--- config.mk ---
export PLATFORM = sky130hd
export DESIGN_NAME = requant_sequencer
export DESIGN_NICKNAME = d
export VERILOG_FILES = /design/src/rtl/requant_pkg.sv /design/src/rtl/requant_clamp_pack.sv /design/src/rtl/requant_sequencer.sv
export SDC_FILE = /design/constraint.sdc
export NUM_CORES = 1
export LEC_CHECK = 0
export ABC_AREA = 1
export CAP_MARGIN = 20
export CELL_PAD_IN_SITES_DETAIL_PLACEMENT = 2
export CELL_PAD_IN_SITES_GLOBAL_PLACEMENT = 2
export CORE_ASPECT_RATIO = 0.8
export CORE_UTILIZATION = 40
export CTS_BUF_LIST = sky130_fd_sc_hd__clkbuf_8
export DETAILED_ROUTE_END_ITERATION = 7
export DONT_BUFFER_PORTS = 1
export PLACE_DENSITY_LB_ADDON = 0.1
export SKIP_LAST_GASP = 1
export SLEW_MARGIN = 20
export SYNTH_ARGS = -nofsm -noshare
export SYNTH_HDL_FRONTEND = slang
export SYNTH_SLANG_ARGS = --single-unit
--- constraint.sdc ---
create_clock -name clk -period 9.6 [get_ports clk]
set_input_delay 0.96 -clock clk [delete_from_list [all_inputs] [get_ports clk]]
set_output_delay 0.96 -clock clk [all_outputs]
set_load 0.01 [all_outputs]
--- src/rtl/requant_pkg.sv ---
// Shared types and constants for the requantization sequencer.
package requant_pkg;
   typedef enum logic [3:0] {
      IDLE, RD_ADDR, RD_WAIT, LATCH, MUL_GO, MUL_WAIT, SHF_GO, SHF_WAIT, WRITE, FIN
   } state_t;

   localparam int LANES  = 4;
   localparam int BYTE_W = 8;
   localparam logic signed [BYTE_W-1:0] INT8_MIN = -8'sd128;
   localparam logic signed [BYTE_W-1:0] INT8_MAX = 8'sd127;
endpackage

--- src/rtl/requant_clamp_pack.sv ---
// Output offset add, signed clamp to the activation range and int8 lane packing.
module requant_clamp_pack
   import requant_pkg::*;
(
   input  logic                      clk,
   input  logic                      store,
   input  logic                      zero,
   input  logic [1:0]                lane,
   input  logic [31:0]               result,
   input  logic [31:0]               out_offset,
   input  logic [7:0]                act_min,
   input  logic [7:0]                act_max,
   output logic [LANES*BYTE_W-1:0]   pack_word
);
   logic signed [31:0] v;
   logic signed [31:0] min_ext;
   logic signed [31:0] max_ext;
   logic signed [31:0] sat;
   logic [BYTE_W-1:0]  byte_val;

   // Upper bound applied last so an inverted range collapses to act_max.
   function automatic logic signed [31:0] clamp(input logic signed [31:0] x,
                                                input logic signed [31:0] lo,
                                                input logic signed [31:0] hi);
      logic signed [31:0] t;
      t = (x < lo) ? lo : x;
      return (t > hi) ? hi : t;
   endfunction

   always_comb begin
      min_ext  = {{24{act_min[7]}}, act_min};
      max_ext  = {{24{act_max[7]}}, act_max};
      v        = signed'(result) + signed'(out_offset);
      sat      = clamp(v, min_ext, max_ext);
      byte_val = zero ? '0 : sat[BYTE_W-1:0];
   end

   always_ff @(posedge clk) begin
      if (store) pack_word[lane*BYTE_W +: BYTE_W] <= byte_val;
   end
endmodule

--- src/rtl/requant_sequencer.sv ---
// Post-GEMM requantization sequencer: C rows -> SRDHM -> RDBPOT -> offset/clamp -> packed int8.
// Optional handshake watchdog enabled by defining REQUANT_WATCHDOG_EN.
module requant_sequencer #(
   parameter int ADDR_BITS   = 12,
   parameter int ACC_W       = 32,
   parameter int TIMEOUT_CYC = 64
) (
   input  logic                   clk,
   input  logic                   rst_n,
   input  logic                   start,
   input  logic [ADDR_BITS-1:0]   c_base,
   input  logic [ADDR_BITS-1:0]   q_base,
   input  logic [ADDR_BITS-1:0]   count,
   input  logic [31:0]            multiplier,
   input  logic [4:0]             shift,
   input  logic [31:0]            out_offset,
   input  logic [7:0]             act_min,
   input  logic [7:0]             act_max,
   output logic                   busy,
   output logic                   done,
   output logic                   err,
   output logic [ADDR_BITS-1:0]   c_index,
   input  logic [4*ACC_W-1:0]     c_data,
   output logic [ACC_W-1:0]       srdhm_a,
   output logic [31:0]            srdhm_b,
   output logic                   srdhm_valid,
   input  logic [31:0]            srdhm_result,
   input  logic                   srdhm_done,
   output logic [31:0]            rdbpot_x,
   output logic [31:0]            rdbpot_exp,
   output logic                   rdbpot_valid,
   input  logic [31:0]            rdbpot_result,
   input  logic                   rdbpot_done,
   output logic                   q_wr_en,
   output logic [ADDR_BITS-1:0]   q_index,
   output logic [31:0]            q_data
);
   import requant_pkg::*;

   state_t                 state, next_state;
   logic [ADDR_BITS-1:0]   row;
   logic [1:0]             lane;
   logic                   busy_r, done_r;
   logic                   accept, lane_adv, timeout, last_row;
   logic [ADDR_BITS-1:0]   c_base_r, q_base_r, count_r;
   logic [31:0]            mult_r, offset_r, mul_res;
   logic [4:0]             shift_r;
   logic [7:0]             min_r, max_r;
   logic [4*ACC_W-1:0]     row_data;
   logic [31:0]            pack_word;

   assign accept   = (state == IDLE) && start;
   assign last_row = (row == count_r - ADDR_BITS'(1));
   assign busy     = busy_r;
   assign done     = done_r;

   always_ff @(posedge clk or negedge rst_n) begin
      if (!rst_n) begin
         state  <= IDLE;
         row    <= '0;
         lane   <= '0;
         busy_r <= 1'b0;
         done_r <= 1'b0;
      end else begin
         state  <= next_state;
         done_r <= (state == FIN);
         if (accept)              busy_r <= 1'b1;
         else if (state == FIN)   busy_r <= 1'b0;
         if (state == IDLE)       row <= '0;
         else if (state == WRITE) row <= row + ADDR_BITS'(1);
         if (state == LATCH)      lane <= '0;
         else if (lane_adv)       lane <= lane + 2'd1;
      end
   end

   // Configuration and row datapath registers carry no reset.
   always_ff @(posedge clk) begin
      if (accept) begin
         c_base_r <= c_base;
         q_base_r <= q_base;
         count_r  <= count;
         mult_r   <= multiplier;
         shift_r  <= shift;
         offset_r <= out_offset;
         min_r    <= act_min;
         max_r    <= act_max;
      end
      if (state == LATCH)                  row_data <= c_data;
      if (state == MUL_WAIT && srdhm_done) mul_res  <= srdhm_result;
   end

   always_comb begin
      next_state   = state;
      lane_adv     = 1'b0;
      c_index      = '0;
      q_index      = '0;
      q_wr_en      = 1'b0;
      q_data       = '0;
      srdhm_a      = '0;
      srdhm_b      = '0;
      srdhm_valid  = 1'b0;
      rdbpot_x     = '0;
      rdbpot_exp   = '0;
      rdbpot_valid = 1'b0;
      case (state)
         IDLE:     if (start) next_state = (count == '0) ? FIN : RD_ADDR;
         RD_ADDR: begin
            c_index    = c_base_r + row;
            next_state = RD_WAIT;
         end
         RD_WAIT: begin
            c_index    = c_base_r + row;
            next_state = LATCH;
         end
         LATCH: begin
            c_index    = c_base_r + row;
            next_state = MUL_GO;
         end
         MUL_GO: begin
            srdhm_valid = 1'b1;
            srdhm_a     = row_data[lane*ACC_W +: ACC_W];
            srdhm_b     = mult_r;
            next_state  = MUL_WAIT;
         end
         MUL_WAIT: begin
            srdhm_a = row_data[lane*ACC_W +: ACC_W];
            srdhm_b = mult_r;
            if (srdhm_done) begin
               next_state = SHF_GO;
            end else if (timeout) begin
               lane_adv   = 1'b1;
               next_state = (lane == 2'd3) ? WRITE : MUL_GO;
            end
         end
         SHF_GO: begin
            rdbpot_valid = 1'b1;
            rdbpot_x     = mul_res;
            rdbpot_exp   = {27'd0, shift_r};
            next_state   = SHF_WAIT;
         end
         SHF_WAIT: begin
            rdbpot_x   = mul_res;
            rdbpot_exp = {27'd0, shift_r};
            if (rdbpot_done || timeout) begin
               lane_adv   = 1'b1;
               next_state = (lane == 2'd3) ? WRITE : MUL_GO;
            end
         end
         WRITE: begin
            q_wr_en    = 1'b1;
            q_index    = q_base_r + row;
            q_data     = pack_word;
            next_state = last_row ? FIN : RD_ADDR;
         end
         FIN:      next_state = IDLE;
         default:  next_state = IDLE;
      endcase
   end

   requant_clamp_pack u_pack (
      .clk        (clk),
      .store      (lane_adv),
      .zero       (timeout),
      .lane       (lane),
      .result     (rdbpot_result),
      .out_offset (offset_r),
      .act_min    (min_r),
      .act_max    (max_r),
      .pack_word  (pack_word)
   );

`ifdef REQUANT_WATCHDOG_EN
   localparam int CW = $clog2(TIMEOUT_CYC + 1);
   logic [CW-1:0] wd_cnt;
   logic          err_r;

   // Counter restarts at each launch; a stuck unit yields a zero byte and the row carries on.
   assign timeout = (((state == MUL_WAIT) && !srdhm_done) || ((state == SHF_WAIT) && !rdbpot_done))
                    && (wd_cnt == CW'(TIMEOUT_CYC - 1));
   assign err     = err_r;

   always_ff @(posedge clk or negedge rst_n) begin
      if (!rst_n) begin
         wd_cnt <= '0;
         err_r  <= 1'b0;
      end else begin
         if (state == MUL_GO || state == SHF_GO)          wd_cnt <= '0;
         else if (state == MUL_WAIT || state == SHF_WAIT) wd_cnt <= wd_cnt + CW'(1);
         if (accept)       err_r <= 1'b0;
         else if (timeout) err_r <= 1'b1;
      end
   end
`else
   logic [31:0] unused_timeout_cyc;
   assign unused_timeout_cyc = 32'(TIMEOUT_CYC);
   assign timeout = 1'b0;
   assign err     = 1'b0;
`endif
endmodule

**Yosys cells after proc, flatten, opt, wreduce, memory -nomap -nowiden**

Index checks and enable logic that the tools add are counted.

- Flip-flop bits (word level): 333
- Input port bits: 318
- Output and inout bits: 190

- Add/subtract/negate cells: 7
- Magnitude comparators: 2
- Equality and inequality tests: 14
- Shifts and indexed selects: 3
- Multiplexer cells: 28
- Reduce and logical (&&, ||, !) cells: 11

Operators with widths:

| operator | count |
|---|---|
| $mux 32 | 5 |
| $shiftx 128x8->32 | 1 |
| $mux 12 | 4 |
| $pmux 4 s9 | 1 |
| $neg 5->34 | 1 |
| $shift 8x34->32 const A | 1 |
| $shiftx 8x34->32 | 1 |
| $add 32x32->32 | 1 |
| $bwmux 32 | 1 |
| $gt 32x8->1 | 1 |
| $lt 32x8->1 | 1 |
| $add 12x12->12 | 2 |
| $mux 4 | 6 |
| $eq 4x3->1 const B | 4 |
| $add 12x1->12 const B | 1 |
| $eq 12x12->1 | 1 |
| $logic_not 12->1 | 1 |
| $sub 12x1->12 const B | 1 |
| $eq 4x2->1 const B | 2 |
| $eq 4x4->1 const B | 2 |
| $mux 8 | 1 |
| $mux 1 | 7 |
| $ne 2x2->1 const B | 3 |
| $reduce_bool 2->1 | 3 |
| 10 further kinds | 13 |

**Logic depth before layout (Yosys ltp)**

Gate-level depths: netlist of the first run.

- Word-level depth: 7
- Depth in mapped cells: 41
- Gate-level depth less buffers: 40

**Cells and area by module**

A second synthesis of the first run with hierarchy kept.

- Cell total of the unflattened synthesis: 1,963
- Area, all modules: 18,500.2 µm²

Modules (own cells, without submodules):

| module | times used | cells an instance | area each (µm²) | sequential area each (µm²) |
|---|---|---|---|---|
| requant_sequencer | 1 | 1,202 | 13,156.4 | 8,938.6 |
| requant_clamp_pack | 1 | 761 | 5,343.9 | 960.9 |

**Worst setup path after synthesis of the first run**

No wires, ideal clock.

- Kind: reg2reg
- Start point: register state[2]
- End point: register lane[0]
- Library setup time: 0.083 ns
- Arrival: 6.789 ns
- Data required time: 9.517 ns
- Slack: 2.728 ns
- Stages on the path, launching flop included: 8
- Path buffers: 0
- Cell sequence: dfrtp_1 nor2_1 inv_1 nor2_1 inv_1 nand2_1 nand3_1 o21ai_0

- Word-level cells in the longest chain between the ends: 3

RTL lines:

| item | line | source |
|---|---|---|
| start: declaration | requant_sequencer.sv:40 | `state_t state, next_state;` |
| start signal: assignment | requant_sequencer.sv:65 | `state <= next_state;` |
| $eq 4x3->1 | requant_sequencer.sv:105 | `case (state)` |
| $mux 1 | - |  |
| $reduce_bool 2->1 (no source line) | - |  |
| end signal: assignment | requant_sequencer.sv:72 | `else if (lane_adv) lane <= lane + 2'd1;` |
| end: declaration | requant_sequencer.sv:42 | `logic [1:0] lane;` |

Parallel ways exist; a longest one is shown, timed or not.
A chain may end at the register's enable or synchronous reset.

**Worst setup path after layout of the first run**

- Start point: register offset_r[21]
- End point: register u_pack.pack_word[10] (data pin)

- Word-level cells in the longest chain between the ends: 7

RTL lines:

| item | line | source |
|---|---|---|
| start: declaration | requant_sequencer.sv:46 | `logic [31:0] mult_r, offset_r, mul_res;` |
| start signal: assignment | requant_sequencer.sv:84 | `offset_r <= out_offset;` |
| $add 32x32->32 * | requant_clamp_pack.sv:33 | `v = signed'(result) + signed'(out_offset);` |
| $lt 32x8->1 | requant_clamp_pack.sv:26 | `t = (x < lo) ? lo : x;` |
| $mux 32 * | requant_clamp_pack.sv:26 |  |
| $gt 32x8->1 | requant_clamp_pack.sv:27 | `return (t > hi) ? hi : t;` |
| $mux 8 * | requant_clamp_pack.sv:27 |  |
| $shiftx 8x34->32 * | requant_clamp_pack.sv:39 | `if (store) pack_word[lane*BYTE_W +: BYTE_W] <= byte_val;` |
| $bwmux 32 * | requant_clamp_pack.sv:39 |  |
| end signal: indexed assignment | requant_clamp_pack.sv:39 |  |
| end: declaration | requant_clamp_pack.sv:13 | `output logic [LANES*BYTE_W-1:0] pack_word` |

Mark *: on every way between the ends. The rest lies on a longest branch, timed or not.

==> results of run 1 <==
==> synthesized netlist by cell type (all sizes together) (2+ instances only) <==
cell type,n,area share [%]
ha,124,8.6
nor4,6,0.33
nor2,337,7.1
nor3,24,0.84
edfxtp,313,52
a21oi,145,4.0
clkbuf,35,0.74
a21o,8,0.33
dfrtp,20,2.8
clkinv,2,0.042
o21a,3,0.13
o2111ai,2,0.098
o21ai,155,4.3
o21bai,7,0.29
inv,250,5.2
o221ai,3,0.15
o31ai,2,0.084
nor3b,5,0.24
nand4,26,0.91
xnor2,16,0.78
nand2,184,4.3
xor2,36,1.8
or2,3,0.10
a31oi,4,0.14
fa,3,0.33
nand3b,2,0.084
nand3,56,1.9
o22ai,2,0.070
buf,39,1.5
==> through the flow <==
stage	util [%]	std cells	area, µm²	total power [W]	hold slack (ns)
2_1_floorplan	-	1849	18000	0.00347	0.469
5_1_grt	44.3	2493	19600	0.00558	0.0786
6_report	44.3	2495	19600	0.00524	0.117
3_5_place_dp	41.8	2389	18500	0.00400	0.535
3_3_place_gp	41.8	2389	18500	0.00388	0.529
4_1_cts	44.2	2490	19600	0.00529	0.0672
==> logic make-up (layout without fill, tap and decap cells) <==
| group | count (synthesis) | count (layout) | synth area share (%) |
|---|---|---|---|
| xor gates and xnor gates | 52 | 52 | 2.54 |
| adders and majority gates | 127 | 127 | 8.98 |
| DFF | 333 | 333 | 55.2 |
| buffers and inverters | 326 | 364 | 7.54 |
| other | 1 | 33 | 0.0209 |
| and+or+nand+nor | 647 | 647 | 15.9 |
| AOI/OAI and AO/OA | 336 | 336 | 9.91 |
==> metal layers <==
metal	vias up	track usage [%]
li1	6191	-
met1	6604	32.2
met2	395	42.7
met3	100	7.22
met4	12	7.91
met5	-	0
==> worst max-delay path, delay by kind of cell, from the launching register on <==
| kind | cells | cell delay, ns |
|---|---|---|
| flip-flops | 1 | 0.43 |
| AO/OA/AOI/OAI | 2 | 0.66 |
| AND/OR/NAND/NOR | 21 | 4.24 |
| buffers and inverters | 1 | 0.07 |
| adder cells (fa/ha/maj) | 3 | 1.10 |
| XOR/XNOR | 1 | 0.40 |
==> registers in the layout, indices dropped and copies added (netlist names), 2 cells and up <==
signal and flops:
mul_res 32, offset_r 32, state 4, u_pack.pack_word 32, mult_r 32, c_base_r 12, row_data 128, lane 2
row 12, min_r 8, max_r 8, shift_r 5, count_r 12, q_base_r 12
==> final timing paths <==
check | endpoint | startpoint | slack [ns]
worst max-delay path | u_pack.pack_word[10] | offset_r[21] | 2.46
worst min-delay path | row[5] | rst_n | 0.12
worst max register to register | u_pack.pack_word[10] | offset_r[21] | 2.46
worst min register to register | done | state[2] | 0.55
max in group asynchronous | lane[0] | rst_n | 9.32
min in group clk | row_data[25] | c_data[25] | 0.34
==> power breakdown <==
group / switching [W] / internal [W] / total [W]
sequential: 0.0000838 / 0.00190 / 0.00199
combinational: 0.00147 / 0.000527 / 0.00200
clock: 0.000629 / 0.000629 / 0.00126
==> layout make-up <==
| cell class | count | area, µm² |
|---|---|---|
| clock buffer | 59 | 812 |
| antenna | 5 | 12.5 |
| fill | 4692 | 24700 |
| tap | 603 | 754 |
| clock inverter | 41 | 259 |
| sequential | 333 | 9900 |
| timing repair buffer | 12 | 103 |
| inverter | 252 | 946 |
| multi-input combinational | 1190 | 6820 |
==> flow_summary.json, run 1 <==
{
  "outcome": "completed",
  "finalCritPeriodShare_pct": 74.4,
  "viasPerCell": 5.33,
  "clk_pin_slew_ns": 0.06,
  "clk_latency_ns": 0.71,
  "cts_hold_buf": 1,
  "async_flop_share_pct": 6.01,
  "place_ws_ns": 1.97,
  "yosys_most_used_dff": "edfxtp_1",
  "synth_seq_cells": 333,
  "yosysUniqueCellTypes": 55,
  "syn_avg_cell_area_um2": 9.85,
  "postSynthCellCount": 1822,
  "slowest_delay_ns": 0.57,
  "fin_setup_tns_ns": 0,
  "report.final.hold_viol_count": 0,
  "clk_path_buf_depth": 3,
  "first_pass_iters": 5,
  "grt_overflow_total": 0,
  "fp.coreArea_um2": 44300,
  "dieArea_um2": 45700,
  "crit_type": "reg2reg",
  "rsz0062_at_grt": "false",
  "drtAntennaViolNets": 0,
  "wl_per_cell_um": 24.0,
  "met1Wirelength_um": 25300,
  "maxCapViolCount": 0,
  "arrival_ns": 7.57,
  "max_freq_mhz": 140,
  "post_cts_buffers": 0,
  "syn_area_um2": 17900,
  "grt.total_usage_pct": 25.6,
  "crit_fanout": 25,
  "crit_path_frequent_cell": "nand2_1",
  "required_ns": 10.02,
  "drc_errors": 0,
  "cp-start-kind": "register",
  "fin_nets": 2291,
  "slew_viol_final": 0,
  "drt_iter0_drc": 641,
  "tightestPinTransition_ns": 1.03,
  "synth_edf_count": 313,
  "grt_pass1_vias": 14400,
  "yosysSeqAreaShare_pct": 55.2,
  "cts_max_level": 2,
  "power.leakage_nw": 8.22,
  "layout-drive-gt1-share_pct": 6.78,
  "cts_tree": "built",
  "layout_common_cells": "333 x nor2_1, 313 x edfxtp_1, 266 x inv_1",
  "initial_utilization_pct": 40.5,
  "fp.dieH_um": 191,
  "irDropWorstVdd_mv": 0.234,
  "power.density_nw_per_um2": 268,
  "portBuffers": 0,
  "rr_worst_depth": 28,
  "grt_pass1_wl_um": 88100,
  "relSlewSlack_pct": 31.1,
  "grt_max_degree": 77,
  "final_common_cell": "nor2_1",
  "die_w_um": 239,
  "vias": 13300,
  "hold_path.class": "in2async",
  "layout_setup_ws_ns": 2.46,
  "clock_tree.root_cell": "clkbuf_8",
  "antenna_found_initial": 11,
  "rows": 69,
  "finalSetupViolCount": 0,
  "num_io_pins": 508,
  "cp_slowest_cell": "nor4_1",
  "wl_met3_um": 4200,
  "place_congestion": 0.866,
  "route.final.wire_length_um": 59900,
  "clock-sinks": 333,
  "dr.max_layer_used": "met5",
  "ys.warnings.count": 0,
  "worstSetupEndpointType": "register",
  "period_needed_ns": 7.14,
  "dr_wl_met2_um": 28900,
  "numCtsBuffers": 57,
  "syn_to_final_growth_pct": 9.25,
  "cts_resized": 0,
  "fin_worst_skew_ns": 0.0605,
  "dpl.hpwl_um": 45900
}
Power figures use the tool's default switching activity.
==> run 2, diff against run 1 <==
- CORE_UTILIZATION: 40 -> 36
- clock period: 9.6 -> 6.55 ns (I/O delays scaled with it)
==> flow_summary.json, run 2 (synthesis gave the netlist of run 1 again) <==
{
  "relSlewSlack_pct": 31.1,
  "finalPower_w": 0.00800,
  "swShare_pct": 41.5,
  "grt_overflow_total": 0,
  "multiInputGateArea_um2": 6900,
  "design_area_um2": 20900,
  "grt_pass1_vias": 15400,
  "largest_register": "row_data",
  "cts_tree": "built",
  "wl_per_cell_um": 23.9,
  "slew_viol_final": 0,
  "outcome": "completed",
  "final_common_cell": "nor2_1",
  "seqCellArea_um2": 9900,
  "seqPwrFrac_pct": 36.6,
  "fp.coreArea_um2": 48700,
  "drtAntennaViolNets": 0,
  "numCtsBuffers": 57,
  "arrival_ns": 6.59,
  "finalSetupViolCount": 0,
  "cp_slowest_cell": "edfxtp_1",
  "maxCapViolCount": 0,
  "clock_tree.root_cell": "clkbuf_8",
  "dieArea_um2": 50800,
  "clk_latency_ns": 0.71,
  "p_int_w": 0.00468,
  "fillers": 5193,
  "power_frac_comb_pct": 39.2,
  "num_io_pins": 508,
  "clk_pin_slew_ns": 0.08,
  "rows": 72,
  "cp-start-kind": "register",
  "drt_iter0_drc": 657,
  "drc_errors": 0,
  "clock-sinks": 333,
  "hold_path.class": "in2reg",
  "route.final.wire_length_um": 64000,
  "clk_path_buf_depth": 3,
  "fin_worst_skew_ns": 0.0579,
  "crit_type": "reg2reg",
  "power_switching_w": 0.00332,
  "vias": 13900,
  "dpl.hpwl_um": 45700,
  "grt.total_usage_pct": 24.9,
  "report.final.hold_viol_count": 0,
  "largest_reg_flops": 128,
  "grt_pass1_wl_um": 95600,
  "finalCritPeriodShare_pct": 92.2,
  "layout-drive-gt1-share_pct": 8.44,
  "grt_max_degree": 122,
  "power.leakage_nw": 8.76,
  "layout_common_cells": "330 x nor2_1, 313 x edfxtp_1, 264 x inv_1",
  "max_freq_mhz": 166,
  "worstSetupEndpointType": "register",
  "period_needed_ns": 6.04,
  "p_clk_share_pct": 24.2,
  "syn_to_final_growth_pct": 16.7,
  "fin_nets": 2407,
  "slowest_delay_ns": 0.38,
  "irDropWorstVdd_mv": 0.191,
  "place_congestion": 0.856,
  "portBuffers": 0,
  "power.density_nw_per_um2": 382,
  "first_pass_iters": 4,
  "placed_area_um2": 18800,
  "crit_fanout": 19,
  "required_ns": 7.10,
  "die_w_um": 252,
  "cts_max_level": 2,
  "antenna_found_initial": 8,
  "timing.hold.ws_ns": 0.0505,
  "tightestPinTransition_ns": 1.03,
  "fp.dieH_um": 202,
  "viasPerCell": 5.22,
  "initial_utilization_pct": 36.8
}
==> run 2: cell types whose count changed in the layout (fill, tap and decap cells not counted), moves of 2 or more <==
cell / previous run / this run
inv_1: 266 / 264
buf_4: 11 / 31
dlygate4sd3_1: 0 / 93
nand2_2: 7 / 10
nor2_2: 2 / 5
o21ai_2: 1 / 3
clkbuf_8: 59 / 61
nor2_1: 333 / 330
nand2_1: 169 / 165
o21ai_0: 148 / 146
buf_12: 1 / 3
a21oi_1: 145 / 143
==> run 2: critical path, delay by kind of cell, from the launching register on <==
family          cells  cell delay [ns]
flops               1             0.38
fa+ha+maj           3             0.96
simple gates       19             2.80
xor+xnor            1             0.16
buf+inv             8             1.10
compound gates      3             0.50
==> run 2: power by group through the flow <==
stage | registers [W] | clock network [W] | logic [W]
after floorplan | 0.00294 | 0 | 0.00211
after global placement | 0.00293 | 0 | 0.00289
after detailed placement | 0.00296 | 0 | 0.00302
after CTS | 0.00292 | 0.00196 | 0.00310
after global routing | 0.00296 | 0.00207 | 0.00351
final | 0.00293 | 0.00193 | 0.00314
==> run 2: layer usage <==
layer,global-route usage (%),vias up,wire length (µm)
li1,-,6416,-
met1,30.3,6971,26700
met2,43.2,419,31700
met3,5.83,126,3730
met4,8.30,8,1780
met5,0,-,39
==> run 2: final timing paths <==
| check | startpoint | end | slack, ns | cells past startpoint |
|---|---|---|---|---|
| max | offset_r[9] | u_pack.pack_word[11] | 0.51 | 34 |
| min reg2reg | state[2] | done | 0.59 | 1 |
| min in group asynchronous | rst_n | row[7] | 0.46 | 2 |
| max in group asynchronous | rst_n | lane[0] | 5.91 | 2 |
| max reg2reg | offset_r[9] | u_pack.pack_word[11] | 0.51 | 34 |
| min | c_data[75] | row_data[75] | 0.05 | 0 |
==> run 2: layout make-up <==
type / instances / share of cell area, %
diodes: 5 / 0.0597
clock buffers: 61 / 4.01
clock inverters: 38 / 1.29
inverters: 252 / 4.52
multi-input cells: 1190 / 33.0
flip-flops and latches: 333 / 47.3
well taps: 666 / 3.98
repair buffers: 128 / 5.90
==> run 2: stage by stage <==
stage	cells	setup slack, ns	utilization [%]	TNS (ns)
after global placement	2474	0.128	38.5	0
final	2673	0.513	43.0	0
after floorplan	1849	1.16	-	0
after CTS	2666	0.162	42.7	0
after global routing	2672	-0.0178	43.0	-0.0750
after detailed placement	2474	-0.0720	38.5	-0.793
==> run 2: what timing repair did <==
action | 4_1_cts | 5_1_grt
setup buffers | 0 | 1
hold buffers | 93 | 1
endpoints found under the hold margin | 111 | 1
setup endpoints to repair | 0 | 32
resized for setup | 0 | 23
